`src/rtl/vga_source_scheduler.sv`:
```
// Frame-synchronous selector between NUM_SRC pixel sources driving the VGA RGB port.
// Define VGA_SRC_BORDER_EN to draw a white one-pixel border around the visible area.
module vga_source_scheduler #(
    parameter int  NUM_SRC      = 4,
    parameter int  AUTO_FRAMES  = 120,
    parameter int  BLANK_FRAMES = 1,
    parameter bit  VSYNC_POL    = 1'b0,
    parameter int  H_ACTIVE     = 640,
    parameter int  V_ACTIVE     = 480,
    localparam int SEL_W        = $clog2(NUM_SRC)
) (
    input  logic                  clk,
    input  logic                  reset,
    input  logic                  v_sync,
    input  logic                  DE,
    input  logic [9:0]            pixel_x,
    input  logic [9:0]            pixel_y,
    input  logic [NUM_SRC*12-1:0] src_rgb,
    input  logic                  btn_next,
    input  logic                  auto_en,
    output logic [SEL_W-1:0]      sel,
    output logic                  switching,
    output logic [3:0]            r_port,
    output logic [3:0]            g_port,
    output logic [3:0]            b_port
);

    typedef enum logic [1:0] {SHOW, PEND, BLANK} state_t;

    state_t             state_q, state_d;
    logic [SEL_W-1:0]   sel_q, sel_d;
    logic [SEL_W-1:0]   next_sel_q, next_sel_d;
    logic [9:0]         frame_cnt_q, frame_cnt_d;
    logic [1:0]         blank_cnt_q, blank_cnt_d;
    logic               switching_q, switching_d;
    logic [11:0]        rgb_q, rgb_d;
    logic               vs_q, vs_prev_q, btn_q;
    logic               frame_tick, btn_req, auto_req, req;
    logic [11:0]        src_arr [NUM_SRC];

    for (genvar gi = 0; gi < NUM_SRC; gi++) begin : g_src
        assign src_arr[gi] = src_rgb[12*gi +: 12];
    end

    function automatic logic [SEL_W-1:0] inc_sel(input logic [SEL_W-1:0] s);
        return (s == SEL_W'(NUM_SRC-1)) ? '0 : s + SEL_W'(1);
    endfunction

    always_comb begin
        frame_tick  = (vs_q == VSYNC_POL) && (vs_prev_q != VSYNC_POL);
        btn_req     = btn_next && !btn_q;
        auto_req    = 1'b0;
        frame_cnt_d = frame_cnt_q;
        // The auto counter only advances while a source is settled on screen.
        if (!auto_en) begin
            frame_cnt_d = '0;
        end else if (state_q == SHOW && frame_tick) begin
            if (frame_cnt_q == 10'(AUTO_FRAMES-1)) begin
                frame_cnt_d = '0;
                auto_req    = 1'b1;
            end else begin
                frame_cnt_d = frame_cnt_q + 10'd1;
            end
        end
        req = btn_req || auto_req;
    end

    always_comb begin
        state_d     = state_q;
        sel_d       = sel_q;
        next_sel_d  = next_sel_q;
        blank_cnt_d = blank_cnt_q;
        switching_d = switching_q;
        case (state_q)
            SHOW: begin
                if (req) begin
                    state_d     = PEND;
                    next_sel_d  = inc_sel(sel_q);
                    switching_d = 1'b1;
                end
            end
            PEND: begin
                // A request landing on the commit tick still counts toward the target.
                if (req) begin
                    next_sel_d = inc_sel(next_sel_q);
                end
                if (frame_tick) begin
                    if (BLANK_FRAMES == 0) begin
                        sel_d       = next_sel_d;
                        state_d     = SHOW;
                        switching_d = 1'b0;
                    end else begin
                        blank_cnt_d = 2'(BLANK_FRAMES);
                        state_d     = BLANK;
                    end
                end
            end
            BLANK: begin
                if (frame_tick) begin
                    if (blank_cnt_q == 2'd1) begin
                        blank_cnt_d = '0;
                        sel_d       = next_sel_q;
                        state_d     = SHOW;
                        switching_d = 1'b0;
                    end else begin
                        blank_cnt_d = blank_cnt_q - 2'd1;
                    end
                end
            end
            default: state_d = SHOW;
        endcase
    end

    always_comb begin
        rgb_d = 12'h000;
        if (DE && state_q != BLANK) begin
            rgb_d = src_arr[sel_q];
        end
`ifdef VGA_SRC_BORDER_EN
        if (DE && (pixel_x == 10'd0 || pixel_x == 10'(H_ACTIVE-1) ||
                   pixel_y == 10'd0 || pixel_y == 10'(V_ACTIVE-1))) begin
            rgb_d = 12'hFFF;
        end
`endif
    end

`ifndef VGA_SRC_BORDER_EN
    logic unused_border;
    assign unused_border = ^{pixel_x, pixel_y, 10'(H_ACTIVE), 10'(V_ACTIVE)};
`endif

    always_ff @(posedge clk or negedge reset) begin
        if (!reset) begin
            state_q     <= SHOW;
            sel_q       <= '0;
            next_sel_q  <= '0;
            frame_cnt_q <= '0;
            blank_cnt_q <= '0;
            switching_q <= 1'b0;
            rgb_q       <= 12'h000;
            vs_q        <= ~VSYNC_POL;
            vs_prev_q   <= ~VSYNC_POL;
            btn_q       <= 1'b0;
        end else begin
            state_q     <= state_d;
            sel_q       <= sel_d;
            next_sel_q  <= next_sel_d;
            frame_cnt_q <= frame_cnt_d;
            blank_cnt_q <= blank_cnt_d;
            switching_q <= switching_d;
            rgb_q       <= rgb_d;
            vs_q        <= v_sync;
            vs_prev_q   <= vs_q;
            btn_q       <= btn_next;
        end
    end

    assign sel       = sel_q;
    assign switching = switching_q;
    assign r_port    = rgb_q[11:8];
    assign g_port    = rgb_q[7:4];
    assign b_port    = rgb_q[3:0];

endmodule

```
`config.mk`:
```
export PLATFORM = sky130hd
export DESIGN_NAME = vga_source_scheduler
export DESIGN_NICKNAME = d
export VERILOG_FILES = /design/src/rtl/vga_source_scheduler.sv
export SDC_FILE = /design/constraint.sdc
export NUM_CORES = 1
export LEC_CHECK = 0
export CAP_MARGIN = 20
export CORE_UTILIZATION = 40
export CTS_CLUSTER_SIZE = 16
export DETAILED_ROUTE_END_ITERATION = 8
export GPL_TIMING_DRIVEN = 0
export PLACE_DENSITY = 0.8
export SLEW_MARGIN = 10
export SYNTH_ARGS = -nofsm -noshare
export SYNTH_HDL_FRONTEND = slang
export SYNTH_SLANG_ARGS = --single-unit
```
`constraint.sdc`:
```
create_clock -name clk -period 2.6 [get_ports clk]
set_clock_uncertainty 0.2 [all_clocks]
set_input_delay 0.52 -clock clk [delete_from_list [all_inputs] [get_ports clk]]
set_output_delay 0.52 -clock clk [all_outputs]
set_load 0.005 [all_outputs]
```
=== Yosys cells after proc, flatten, opt, wreduce, memory -nomap -nowiden ===
Index checks and enable logic that the tools add are counted.

* Register bits: 34
* Output and inout port bits: 15
* Logic and storage cells: 73

* Reduce and logical (&&, ||, !) cells: 15
* Bitwise operators: 2
* $add $sub $neg: 4
* Multiplexer cells: 28
* Magnitude comparators: 1
* Eq/ne operators: 13

{| class="wikitable"
|+ Operators by type and width
! cell !! number
|-
| two-way mux 12 bit || 3
|-
| two-way mux 10 bit || 3
|-
| binary-select mux 12 bit (select 2 bit) || 1
|-
| two-way mux 2 bit || 11
|-
| != test 2 bit (second input constant) || 6
|-
| adder 10 x 1 -> 10 bit (second input constant) || 1
|-
| == test 10 x 7 -> 1 bit (second input constant) || 1
|-
| AND reduction 3 bit || 3
|-
| one-hot mux 2 bit (2 select lines) || 2
|-
| AND reduction 4 bit || 2
|-
| == test 2 bit (second input constant) || 3
|-
| two-way mux 1 bit || 6
|-
| one-hot mux 2 bit (3 select lines) || 1
|-
| nonzero test 2 bit || 3
|-
| adder 2 x 1 -> 2 bit (second input constant) || 2
|-
| == test 2 x 1 -> 1 bit (second input constant) || 2
|-
| logical AND 1 bit || 4
|-
| greater-or-equal comparator 3 bit (second input constant) || 1
|-
| NOT 2 -> 3 bit || 1
|-
| logical NOT 2 bit || 1
|-
| != test 2 x 1 -> 1 bit (second input constant) || 1
|-
| one-hot mux 1 bit (2 select lines) || 1
|-
| subtractor 2 x 1 -> 2 bit (second input constant) || 1
|-
| logical NOT 1 bit || 1
|-
| 2 further kinds || 2
|}

=== Longest topological paths before layout ===
Gate-level depths: netlist of the first run.

* Depth in word-level cells: 8
* Gate-level depth with buffers: 5
* Depth with buffers taken out: 5

=== Worst setup path after synthesis of the first run ===
OpenSTA, ideal clock, no wires.

* Path type: reg2reg
* Start: register vs_prev_q
* End: register frame_cnt_q[9]
* Buffers on the path: 1
* Arrival time: 1.890 ns
* Path slack: 0.430 ns
* Stages on the path, launching flop included: 6
* Period minus slack after synthesis: 2.170 ns
* Setup time: 0.080 ns
* Data required time: 2.320 ns
* Cell sequence: dfstp_2 > or4b_4 > and2_4 > buf_6 > or4_1 > a21oi_1

* Word-level cells in the longest chain between the ends: 3

{| class="wikitable"
|+ RTL lines
! item !! RTL line !! RTL
|-
| start, declared || 37 || <nowiki>logic vs_q, vs_prev_q, btn_q;</nowiki>
|-
| start signal, assigned || 142 || <nowiki>vs_prev_q <= ~VSYNC_POL;</nowiki>
|-
| start signal, assigned || 153 || <nowiki>vs_prev_q <= vs_q;</nowiki>
|-
| logical AND 1 bit || 50 || <nowiki>frame_tick = (vs_q == VSYNC_POL) && (vs_prev_q != VSYNC_POL);</nowiki>
|-
| logical AND 1 bit || 57 || <nowiki>end else if (state_q == SHOW && frame_tick) begin</nowiki>
|-
| != test 2 x 1 -> 1 bit (no source line) || n/a ||
|-
| end signal, assigned || 148 || <nowiki>frame_cnt_q <= frame_cnt_d;</nowiki>
|-
| end, declared || 33 || <nowiki>logic [9:0] frame_cnt_q, frame_cnt_d;</nowiki>
|}

Every way passes these cells.
A chain may end at the register's enable or synchronous reset.

=== Worst setup path after layout of the first run ===
* Start: register frame_cnt_q[0]
* End: register frame_cnt_q[2]

* Word-level cells in the longest chain between the ends: 4

{| class="wikitable"
|+ RTL lines
! item !! RTL line !! RTL
|-
| adder 10 x 1 -> 10 bit or == test 10 x 7 -> 1 bit (tied branches) || 62, 58 ||
|-
| two-way mux 10 bit * || 58 || <nowiki>if (frame_cnt_q == 10'(AUTO_FRAMES-1)) begin</nowiki>
|-
| two-way mux 10 bit * || 57 ||
|-
| two-way mux 10 bit * || 55 || <nowiki>if (!auto_en) begin</nowiki>
|}

Every way passes the cells marked *; elsewhere a longest branch is shown, timed or not. The select of a mux whose other input is x is not followed.

==> run summary, run 1 <==
outcome -> finished, final reports clean
synth unique cells -> 40
CP top delay family -> simple AND/OR/NAND/NOR gates
number of global-route vias before repair -> 1506
layout cells sized above 1 -> 14.0%
CP required -> 2550 ps
initial antenna violation count -> 0
Tightest Pin Transition -> 735 ps
final slew viol count -> 0
fin util -> 63.6%
Final min period -> 2310 ps
Critical-path top delay cell -> o21ai_0
H-tree depth -> 2
sw frac -> 28.8%
post-CTS sizing -> 0
Setup TNS -> 0 ps
TritonCTS sink count -> 34
Area Growth Syn to Fin -> 47.1%
CTS tree -> done
CP Capture Type -> register
Worst-Skew Late Latency -> 290 ps
type of origin of the critical path -> register
Post-synth EDFFs -> 0
DRC viols -> 0
vias per cell -> 5.41
gpl congestion -> 0.819
RSZ-0062 raised after global routing -> no
Max VDD drop -> 0.520 mV
post-synth net total -> 230
hold crit path type -> input port to asynchronous set/reset pin
largest net degree at the start of global routing -> 35
Post-CTS Setup Inserts -> 0
final WL -> 4.44 mm
ys async rst share -> 100%
top_reg_cell synth -> dfrtp_1
PortBufs -> 68
most frequent cells in the layout -> clkdlybuf4s50_1 (67), dfrtp_1 (32), and3_1 (13), mux4_2 (12), nand2_1 (11)
post-synthesis sequential area ratio -> 47.6%
TritonCTS Buffers -> 5
Worst-path clk slew -> 70 ps
worst-path fanout max -> 6
Critical Path Stages -> 5
Pre-antenna DRT Iters -> 4
die height -> 69.0 µm
first-pass GRT wire length -> 7.54 mm
post-route ant nets -> 0
Relative slew margins -> 51.0%
FP Rows -> 23
HPWL Detailed -> 3.50 mm
placed insts -> 270
Nets -> 305
total gr overflow -> 0
Max Clk Rate -> 433 MHz
Critical Path Sink -> frame_cnt_q[2]$_DFFE_PN0P_
Antenna Cells -> 0
R2R setup slack -> 290 ps
Max clock buf depth -> 2
sequential share of power -> 36.5%
syn_area_per_cell -> 11.8 µm²
combinational power share -> 39.9%
die width -> 69.0 µm
Synth Instances -> 152
commonest non-fill, non-tap cell in the layout -> clkdlybuf4s50_1
CORE AREA -> 0.00414 mm²
initial core utilization -> 43.3%
fillers -> 346
Cell Pwr Density -> 769 mW/mm²
R2R Path Start -> frame_cnt_q[0]$_DFFE_PN0P_
Max Cap Viol -> 0
CP Buf/Inv Count -> 0
critical path type -> register to register
switching power -> 0.000583 W
final hold violation count -> 0
FF+latch count, synth -> 34
Arrival @ worst endpoint -> 2260 ps
Worst Reg2Reg Path Length in Cells -> 5
vias -> 1504
Clk pwr share -> 23.6%
Final Setup Violations -> 0
Starting DRT DRC Count -> 78
P_int -> 0.00144 W
Design Power -> 0.00203 W
Final period util -> 88.8%
Total GRT Usage -> 22.8%
die area -> 0.00475 mm²
CTS Hold Bufs -> 0
DR WL/cell -> 16.0 µm
yosys warns -> 0
synthesized area -> 0.00179 mm²
P_leak -> 1.05 nW
CTS Root Cell -> clkbuf_8
Non-Filler Instances -> 278
Setup crit start -> frame_cnt_q[0]$_DFFE_PN0P_
worst r2r dst -> frame_cnt_q[2]$_DFFE_PN0P_
IO Pins -> 89
slowest stage delay, CP -> 580 ps
cells along the critical path -> ha_1 -> nand4bb_1 -> or4_1 -> o21ai_0 -> nor2_1
[worst min path at each step]
stage                                 end  slack (ps)  cells after the start
2_1_floorplan  blank_cnt_q[0]$_DFFE_PN0P_          20                      0
3_3_place_gp          vs_prev_q$_DFF_PN1_         170                      0
3_5_place_dp          vs_prev_q$_DFF_PN1_         170                      0
4_1_cts        frame_cnt_q[5]$_DFFE_PN0P_         120                      1
5_1_grt             switching$_DFFE_PN0P_         150                      1
6_report               sel[1]$_DFFE_PN0P_          80                      1
[cells in the mapped netlist, types with 2 or more instances]
cell type	instances	area share, %
dfrtp_1	32	45
and3_1	13	4.5
mux4_2	12	15
nand2_1	11	2.3
nor2_1	10	2.1
a21oi_1	7	2.0
o21ai_0	6	1.7
clkbuf_1	5	1.0
mux2_2	5	3.1
nand3_1	5	1.4
ha_1	4	2.8
inv_1	3	0.63
xnor2_1	3	1.5
a211oi_1	2	0.84
a21boi_0	2	0.84
dfstp_2	2	2.9
nand4_1	2	0.70
nor2b_1	2	0.70
o31ai_1	2	0.84
or2_2	2	0.70
or3_1	2	0.70
or4_1	2	0.84
[cells by family after synthesis]
| kind of cell | count (synthesis) | share of synthesized area (%) |
|---|---|---|
| buffers and inverters | 11 | 2.79 |
| AO/OA/AOI/OAI | 26 | 9.21 |
| adder cells (fa/ha/maj) | 4 | 2.79 |
| AND/OR/NAND/NOR | 56 | 17.4 |
| multiplexers | 18 | 18.8 |
| flip-flops | 34 | 47.6 |
| XOR/XNOR | 3 | 1.47 |
[registers in the layout, indices dropped and copies added, names as in the netlist]
register     count
rgb_q           12
frame_cnt_q     10
blank_cnt_q      2
next_sel_q       2
sel              2
state_q          2
btn_q            1
switching        1
vs_prev_q        1
vs_q             1
[area by class of cell]
type                            count  area [µm²]  area share [%]
Sequential cell                    34         853            32.4
Multi-Input combinational cell    107         890            33.7
Clock buffer                        7        76.3            2.89
Timing Repair Buffer               68         676            25.6
Inverter                            3        11.3           0.427
Clock inverter                      1        30.0            1.14
Buffer                              8        38.8            1.47
Tap cell                           50        62.6            2.37
[power by group through the flow]
| stage | logic [W] | clock network [W] | registers [W] |
|---|---|---|---|
| final | 0.000809 | 0.000479 | 0.000739 |
| after global placement | 0.000803 | 0 | 0.000745 |
| after global routing | 0.000902 | 0.000514 | 0.000758 |
| after CTS | 0.000820 | 0.000488 | 0.000742 |
| after detailed placement | 0.000819 | 0 | 0.000751 |
| after floorplan | 0.000464 | 0 | 0.000740 |
[worst reg2reg max path: cells and delay by family, from the launching register on]
family                   cells  cell delay (ps)
AND/OR/NAND/NOR              3              750
AO/OA/AOI/OAI                1              580
flip-flops                   1              400
adder cells (fa/ha/maj)      1              230
[routing by layer]
layer  GRT usage (%)  wire length [µm]
met1            29.7              1980
met2            35.3              2130
met3            7.40               232
met4            8.42               104
met5               0                 0
[per-stage QoR]
stage                     cell area [µm²]  hold WS, ps  setup slack (ps)
after floorplan                      1790         24.4               430
after detailed placement             2530          172               223
after global routing                 2640          151               114
final                                2640         84.1               291
after global placement               2540          170               141
after CTS                            2640          120               297
Note: power is estimated with default switching activity, not from simulation.
==> inputs of run 2 (changes only) <==
--- a/config.mk
+++ b/config.mk
@@ -5,12 +5,13 @@
 export SDC_FILE = /design/constraint.sdc
 export NUM_CORES = 1
 export LEC_CHECK = 0
+export ABC_AREA = 1
 export CAP_MARGIN = 20
-export CORE_UTILIZATION = 40
+export CORE_UTILIZATION = 44
 export CTS_CLUSTER_SIZE = 16
 export DETAILED_ROUTE_END_ITERATION = 8
 export GPL_TIMING_DRIVEN = 0
-export PLACE_DENSITY = 0.8
+export PLACE_DENSITY = 0.85
 export SLEW_MARGIN = 10
 export SYNTH_ARGS = -nofsm -noshare
 export SYNTH_HDL_FRONTEND = slang
==> constraint.sdc (replaced) <==
create_clock -name clk -period 2.7 [get_ports clk]
set_clock_uncertainty 0.2 [all_clocks]
set_input_delay 0.54 -clock clk [delete_from_list [all_inputs] [get_ports clk]]
set_output_delay 0.54 -clock clk [all_outputs]
set_load 0.005 [all_outputs]
==> run 2 against run 1 <==
Combinational power is 8.2% higher. Flip-flop and latch count stayed put. Critical path depth is 4 lower. Final area is 4.6% higher. Die area is 2.9% lower. First-iteration DRC count stayed put. Wire length is 8.4% higher.
==> run summary, run 2 <==
Non-Filler Instances -> 372 (+34%)
commonest non-fill, non-tap cell in the layout -> clkdlybuf4s50_1
Starting DRT DRC Count -> 78 (unchanged)
Cell Pwr Density -> 753 mW/mm² (-2.0%)
Post-synth EDFFs -> 0 (unchanged)
CTS tree -> done
outcome -> finished, final reports clean
H-tree depth -> 2 (unchanged)
Max VDD drop -> 0.365 mV (-30%)
RSZ-0062 raised after global routing -> no
max reg flops -> 12 (unchanged)
slowest stage delay, CP -> 540 ps (-40 ps)
FP Rows -> 23 (unchanged)
initial antenna violation count -> 0 (unchanged)
total gr overflow -> 0 (unchanged)
post-synth net total -> 324 (+41%)
final WL -> 4.81 mm (+8.4%)
post-CTS sizing -> 0 (unchanged)
layout cells sized above 1 -> 12.1% (-1.9 points)
Tightest Pin Transition -> 734 ps (-1.43 ps)
Max clock buf depth -> 2 (unchanged)
Relative slew margins -> 51.1% (+0.095 points)
Biggest register -> rgb_q
placed insts -> 364 (+35%)
gpl congestion -> 0.833 (+1.8%)
critical path type -> register to primary output
vias -> 1847 (+23%)
CP required -> 1960 ps (-590 ps)
CORE AREA -> 0.00409 mm² (-1.4%)
post-synthesis sequential area ratio -> 44.6% (-3.0 points)
HPWL Detailed -> 3.74 mm (+6.7%)
initial core utilization -> 46.8% (+3.5 points)
yosys warns -> 0 (unchanged)
Antenna Cells -> 0 (unchanged)
hold crit path type -> input port to asynchronous set/reset pin
Area Growth Syn to Fin -> 44.3%
Setup TNS -> 0 ps (unchanged)
number of global-route vias before repair -> 1815 (+21%)
Arrival @ worst endpoint -> 1290 ps (-970 ps)
IO Pins -> 89 (unchanged)
CTS Hold Bufs -> 0 (unchanged)
CP top delay family -> buffers and inverters
fillers -> 336 (-2.9%)
top_reg_cell synth -> dfrtp_1
Worst-path clk slew -> 70 ps (about the same)
Final Setup Violations -> 0 (unchanged)
Pre-antenna DRT Iters -> 4 (unchanged)
met3 Use GR -> 6.17% (-1.2 points)
Max Clk Rate -> 494 MHz
met1 global-route usage -> 26.6% (-3.1 points)
Regs by FF count -> rgb_q: 12 flops, frame_cnt_q: 10 flops
most frequent cells in the layout -> clkdlybuf4s50_1 (67), nor2_1 (58), o21ai_0 (34), dfrtp_1 (32), nand2_1 (30)
syn_area_per_cell -> 7.78 µm² (-34%)
final slew viol count -> 0 (unchanged)
Final period util -> 75.0%
die height -> 67.9 µm (-1.5%)
PortBufs -> 68 (unchanged)
share of the synthesized area in the top cell type -> 41.9% (-2.8 points)
Critical-path top delay cell -> clkdlybuf4s50_1
Total GRT Usage -> 23.2% (+0.38 points)
synthesized area -> 0.00191 mm² (+6.7%)
vias per cell -> 4.97 (-8.2%)
TritonCTS Buffers -> 5 (unchanged)
FF+latch count, synth -> 34 (unchanged)
worst-path fanout max -> 6 (unchanged)
DR WL/cell -> 12.9 µm (-19%)
Max Cap Viol -> 0 (unchanged)
cells along the critical path -> clkdlybuf4s50_1
type of origin of the critical path -> register
final hold violation count -> 0 (unchanged)
most common cell in the netlist -> nor2_1
top post-synthesis cells by area -> dfrtp_1 (42%), nor2_1 (11%), o21ai_0 (8.9%)
P_leak -> 1.22 nW (+16%)
largest net degree at the start of global routing -> 35 (unchanged)
Final min period -> 2030 ps
Post-CTS Setup Inserts -> 0 (unchanged)
die width -> 67.9 µm (-1.5%)
Synth Instances -> 246 (+62%)
post-route ant nets -> 0 (unchanged)
CP Buf/Inv Count -> 1 (+1)
Worst-Skew Late Latency -> 290 ps (about the same)
dominant cell type by area after synthesis -> dfrtp_1
CP Capture Type -> primary output
busiest grt layer -> met2
die area -> 0.00462 mm² (-2.9%)
first-pass GRT wire length -> 7.76 mm (+2.8%)
ys async rst share -> 100% (unchanged)
DRC viols -> 0 (unchanged)
Post-synth top cells -> nor2_1 (58), o21ai_0 (34), dfrtp_1 (32), nand2_1 (30), a21oi_1 (19)
Nets -> 399 (+31%)
synth unique cells -> 33 (-18%)
TritonCTS sink count -> 34 (unchanged)
GR Util met2 -> 40.6% (+5.2 points)
CTS Root Cell -> clkbuf_8
[run 2: cell types whose count changed after synthesis, sizes merged, moves of 5 or more]
cell,previous run,this run
nand2,11,37
mux4,12,0
nor2,10,66
a21oi,7,19
mux2,5,0
o21ai,6,36
and3,13,0
inv,3,19
[run 2: routing by layer]
layer	vias up	part of all wire, %
met3	9	4.5
met4	0	2.0
li1	958	-
met5	-	0
met1	830	41
met2	50	52
[run 2: worst paths after layout]
check                                            from                    endpoint  slack, ps  cells past startpoint
setup / recovery                   sel[1]$_DFFE_PN0P_                      sel[1]        670                      1
hold / removal                                  reset             btn_q$_DFF_PN0_        100                      1
setup reg to reg           frame_cnt_q[0]$_DFFE_PN0P_  frame_cnt_q[3]$_DFFE_PN0P_       1000                      8
hold reg to reg                        vs_q$_DFF_PN1_         vs_prev_q$_DFF_PN1_        200                      0
max in group asynchronous                       reset  frame_cnt_q[8]$_DFFE_PN0P_       1730                      1
min in group clk                       vs_q$_DFF_PN1_         vs_prev_q$_DFF_PN1_        200                      0
[run 2: final cells by class]
type / count / area (µm²) / share of cell area [%]
Buffer: 8 / 35.0 / 1.27
Inverter: 21 / 85.1 / 3.08
Sequential cell: 34 / 853 / 30.9
Clock buffer: 5 / 68.8 / 2.49
Multi-Input combinational cell: 183 / 940 / 34.0
Clock inverter: 3 / 40.0 / 1.45
Timing Repair Buffer: 68 / 676 / 24.5
Tap cell: 50 / 62.6 / 2.27
[run 2: worst reg2reg max path, delay by kind of cell (launching register included)]
kind,cells,cell delay (ps)
fa+ha+maj,1,230
buf+inv,1,100
flops,1,420
compound gates,3,420
simple gates,3,260
[run 2: per-stage QoR]
step	util (%)	area [µm²]	total power, W	hold slack, ps	setup WS (ps)
6_report	67.5	2760	0.00208	105	675
5_1_grt	67.5	2760	0.00224	168	634
4_1_cts	67.5	2760	0.00209	130	670
3_5_place_dp	64.9	2650	0.00162	195	529
3_3_place_gp	65.0	2660	0.00159	193	179
2_1_floorplan	-	1910	0.00121	44.4	1190
[run 2: logic make-up after synthesis]
family | Yosys count | synth area share [%]
adder cells (fa/ha/maj) | 4 | 2.62
AND/OR/NAND/NOR | 118 | 29.5
buffers and inverters | 29 | 6.28
flip-flops | 34 | 44.6
AO/OA/AOI/OAI | 61 | 17.0
[run 2: where the power goes]
part	switching, W	internal (W)
logic	0.000459	0.000416
registers	0.0000943	0.000645
clock network	0.000193	0.000272
==> inputs of run 3 (changes only) <==
--- a/config.mk
+++ b/config.mk
@@ -7,11 +7,11 @@
 export LEC_CHECK = 0
 export ABC_AREA = 1
 export CAP_MARGIN = 20
-export CORE_UTILIZATION = 44
+export CORE_UTILIZATION = 41
 export CTS_CLUSTER_SIZE = 16
 export DETAILED_ROUTE_END_ITERATION = 8
 export GPL_TIMING_DRIVEN = 0
-export PLACE_DENSITY = 0.85
+export PLACE_DENSITY = 0.8
 export SLEW_MARGIN = 10
 export SYNTH_ARGS = -nofsm -noshare
 export SYNTH_HDL_FRONTEND = slang
==> constraint.sdc (replaced) <==
create_clock -name clk -period 2.1 [get_ports clk]
set_clock_uncertainty 0.2 [all_clocks]
set_input_delay 0.42 -clock clk [delete_from_list [all_inputs] [get_ports clk]]
set_output_delay 0.42 -clock clk [all_outputs]
set_load 0.005 [all_outputs]
==> run 3 against run 2 <==
The flow now finishes with violations (hold timing). Largest cell class unchanged. Combinational power rose by 28%. Worst setup slack got worse by 480 ps. Non-clock buffer count did not move. Cell count rose by 0.54%. Sequential power up 29%. Largest power group unchanged. Die area up 7.1%. Flip-flop and latch count did not move. Register-to-register slack worse by 570 ps. Critical path depth did not move. First-iteration DRC count rose by 40%. Power grew 24%.
==> run summary, run 3 (same netlist as run 2, synthesis figures left out) <==
DRC viols -> 0 (unchanged)
Setup TNS -> 0 ps (unchanged)
largest net degree at the start of global routing -> 35 (unchanged)
TritonCTS sink count -> 34 (unchanged)
CTS Root Cell -> clkbuf_8
number of global-route vias before repair -> 1881 (+3.6%)
DR WL/cell -> 12.6 µm (-2.3%)
TritonCTS Buffers -> 5 (unchanged)
type of origin of the critical path -> register
gpl congestion -> 0.835 (+0.17%)
Final period util -> 90.6%
worst hold slack -> -16.0 ps (-121 ps)
Critical-path top delay cell -> clkdlybuf4s50_1
commonest non-fill, non-tap cell in the layout -> clkdlybuf4s50_1
Worst Reg2Reg Path Length in Cells -> 10 (+2)
Area Growth Syn to Fin -> 43.7%
Relative slew margins -> 51.5% (+0.44 points)
CORE AREA -> 0.00441 mm² (+8.0%)
initial core utilization -> 43.3% (-3.5 points)
cells along the critical path -> clkdlybuf4s50_1
Max VDD drop -> 0.624 mV (+71%)
Critical Path Stages -> 1 (unchanged)
Biggest register -> rgb_q
met3 Use GR -> 5.63% (-0.54 points)
max reg flops -> 12 (unchanged)
H-tree depth -> 2 (unchanged)
die height -> 70.3 µm (+3.5%)
Nets -> 399 (unchanged)
vias per cell -> 5.09 (+2.6%)
PortBufs -> 68 (unchanged)
die width -> 70.3 µm (+3.5%)
P_leak -> 1.20 nW (-0.88%)
post-CTS sizing -> 0 (unchanged)
final hold violation count -> 32 (+32)
Max clock buf depth -> 2 (unchanged)
RSZ-0062 raised after global routing -> no
CP top delay family -> buffers and inverters
CP Capture Type -> primary output
Arrival @ worst endpoint -> 1280 ps (about the same)
final WL -> 4.73 mm (-1.8%)
initial antenna violation count -> 0 (unchanged)
die area -> 0.00494 mm² (+7.1%)
post-route ant nets -> 0 (unchanged)
met1 global-route usage -> 25.3% (-1.3 points)
Antenna Cells -> 0 (unchanged)
outcome -> complete, but fails checks
Tightest Pin Transition -> 727 ps (-6.60 ps)
slowest stage delay, CP -> 550 ps (about the same)
critical path type -> register to primary output
Total GRT Usage -> 20.9% (-2.3 points)
Regs by FF count -> rgb_q: 12 flops, frame_cnt_q: 10 flops
FP Rows -> 24 (+4.3%)
GR Util met2 -> 35.4% (-5.1 points)
placed cell area -> 0.00265 mm² (about the same)
IO Pins -> 89 (unchanged)
vias -> 1905 (+3.1%)
Worst-Skew Late Latency -> 290 ps (about the same)
Max Clk Rate -> 526 MHz
first-pass GRT wire length -> 8.16 mm (+5.2%)
failing checks -> hold timing
Final min period -> 1900 ps
CTS tree -> done
final instance area -> 0.00275 mm² (-0.41%)
busiest grt layer -> met2
Starting DRT DRC Count -> 109 (+40%)
CTS Hold Bufs -> 0 (unchanged)
Cell Pwr Density -> 936 mW/mm² (+24%)
fillers -> 383 (+14%)
CP Buf/Inv Count -> 1 (unchanged)
Final Setup Violations -> 0 (unchanged)
HPWL Detailed -> 3.69 mm (-1.4%)
most frequent cells in the layout -> clkdlybuf4s50_1 (67), nor2_1 (58), o21ai_0 (34), dfrtp_1 (32), nand2_1 (30)
final slew viol count -> 0 (unchanged)
Max Cap Viol -> 0 (unchanged)
hold crit path type -> input port to asynchronous set/reset pin
Pre-antenna DRT Iters -> 4 (unchanged)
CP required -> 1480 ps (-480 ps)
Worst-path clk slew -> 70 ps (about the same)
Post-CTS Setup Inserts -> 0 (unchanged)
layout cells sized above 1 -> 12.1% (unchanged)
total gr overflow -> 0 (unchanged)
worst-path fanout max -> 6 (unchanged)
==> run 3: final timing paths <==
check	from	to	slack, ps
setup / recovery	sel[1]$_DFFE_PN0P_	sel[1]	200
hold / removal	reset	frame_cnt_q[2]$_DFFE_PN0P_	-20
setup reg to reg	frame_cnt_q[0]$_DFFE_PN0P_	next_sel_q[0]$_DFFE_PN0P_	430
hold reg to reg	vs_q$_DFF_PN1_	vs_prev_q$_DFF_PN1_	200
max in group asynchronous	reset	rgb_q[3]$_DFF_PN0_	1250
min in group clk	vs_q$_DFF_PN1_	vs_prev_q$_DFF_PN1_	200
==> run 3: metal layers <==
layer / up-vias / part of all wire [%]
met1: 885 / 41
met2: 53 / 51
met3: 11 / 5.6
li1: 956 / -
met4: 0 / 1.8
met5: - / 0
==> run 3: area by class of cell <==
class | instances | area [µm²] | share of cell area, %
Multi-Input combinational cell | 183 | 940 | 34.2
Sequential cell | 34 | 853 | 31.0
Inverter | 21 | 85.1 | 3.10
Timing Repair Buffer | 68 | 676 | 24.6
Clock inverter | 2 | 12.5 | 0.455
Tap cell | 52 | 65.1 | 2.37
Buffer | 8 | 35.0 | 1.27
Clock buffer | 6 | 82.6 | 3.00
==> run 3: per-stage QoR <==
| stage | total power (W) | cells | hold WS (ps) | util [%] | setup slack, ps |
|---|---|---|---|---|---|
| 2_1_floorplan | 0.00155 | 246 | -75.6 | - | 594 |
| 3_3_place_gp | 0.00204 | 366 | 193 | 60.2 | -339 |
| 3_5_place_dp | 0.00208 | 366 | 194 | 60.1 | 81.1 |
| 4_1_cts | 0.00260 | 374 | 15.8 | 62.3 | 189 |
| 5_1_grt | 0.00279 | 374 | 45.3 | 62.3 | 133 |
| 6_report | 0.00257 | 374 | -16.0 | 62.3 | 197 |
==> run 3: power by group <==
part,total [W],internal [W],switching (W)
clock network,0.000505,0.000263,0.000241
registers,0.000950,0.000829,0.000121
logic,0.00112,0.000534,0.000585
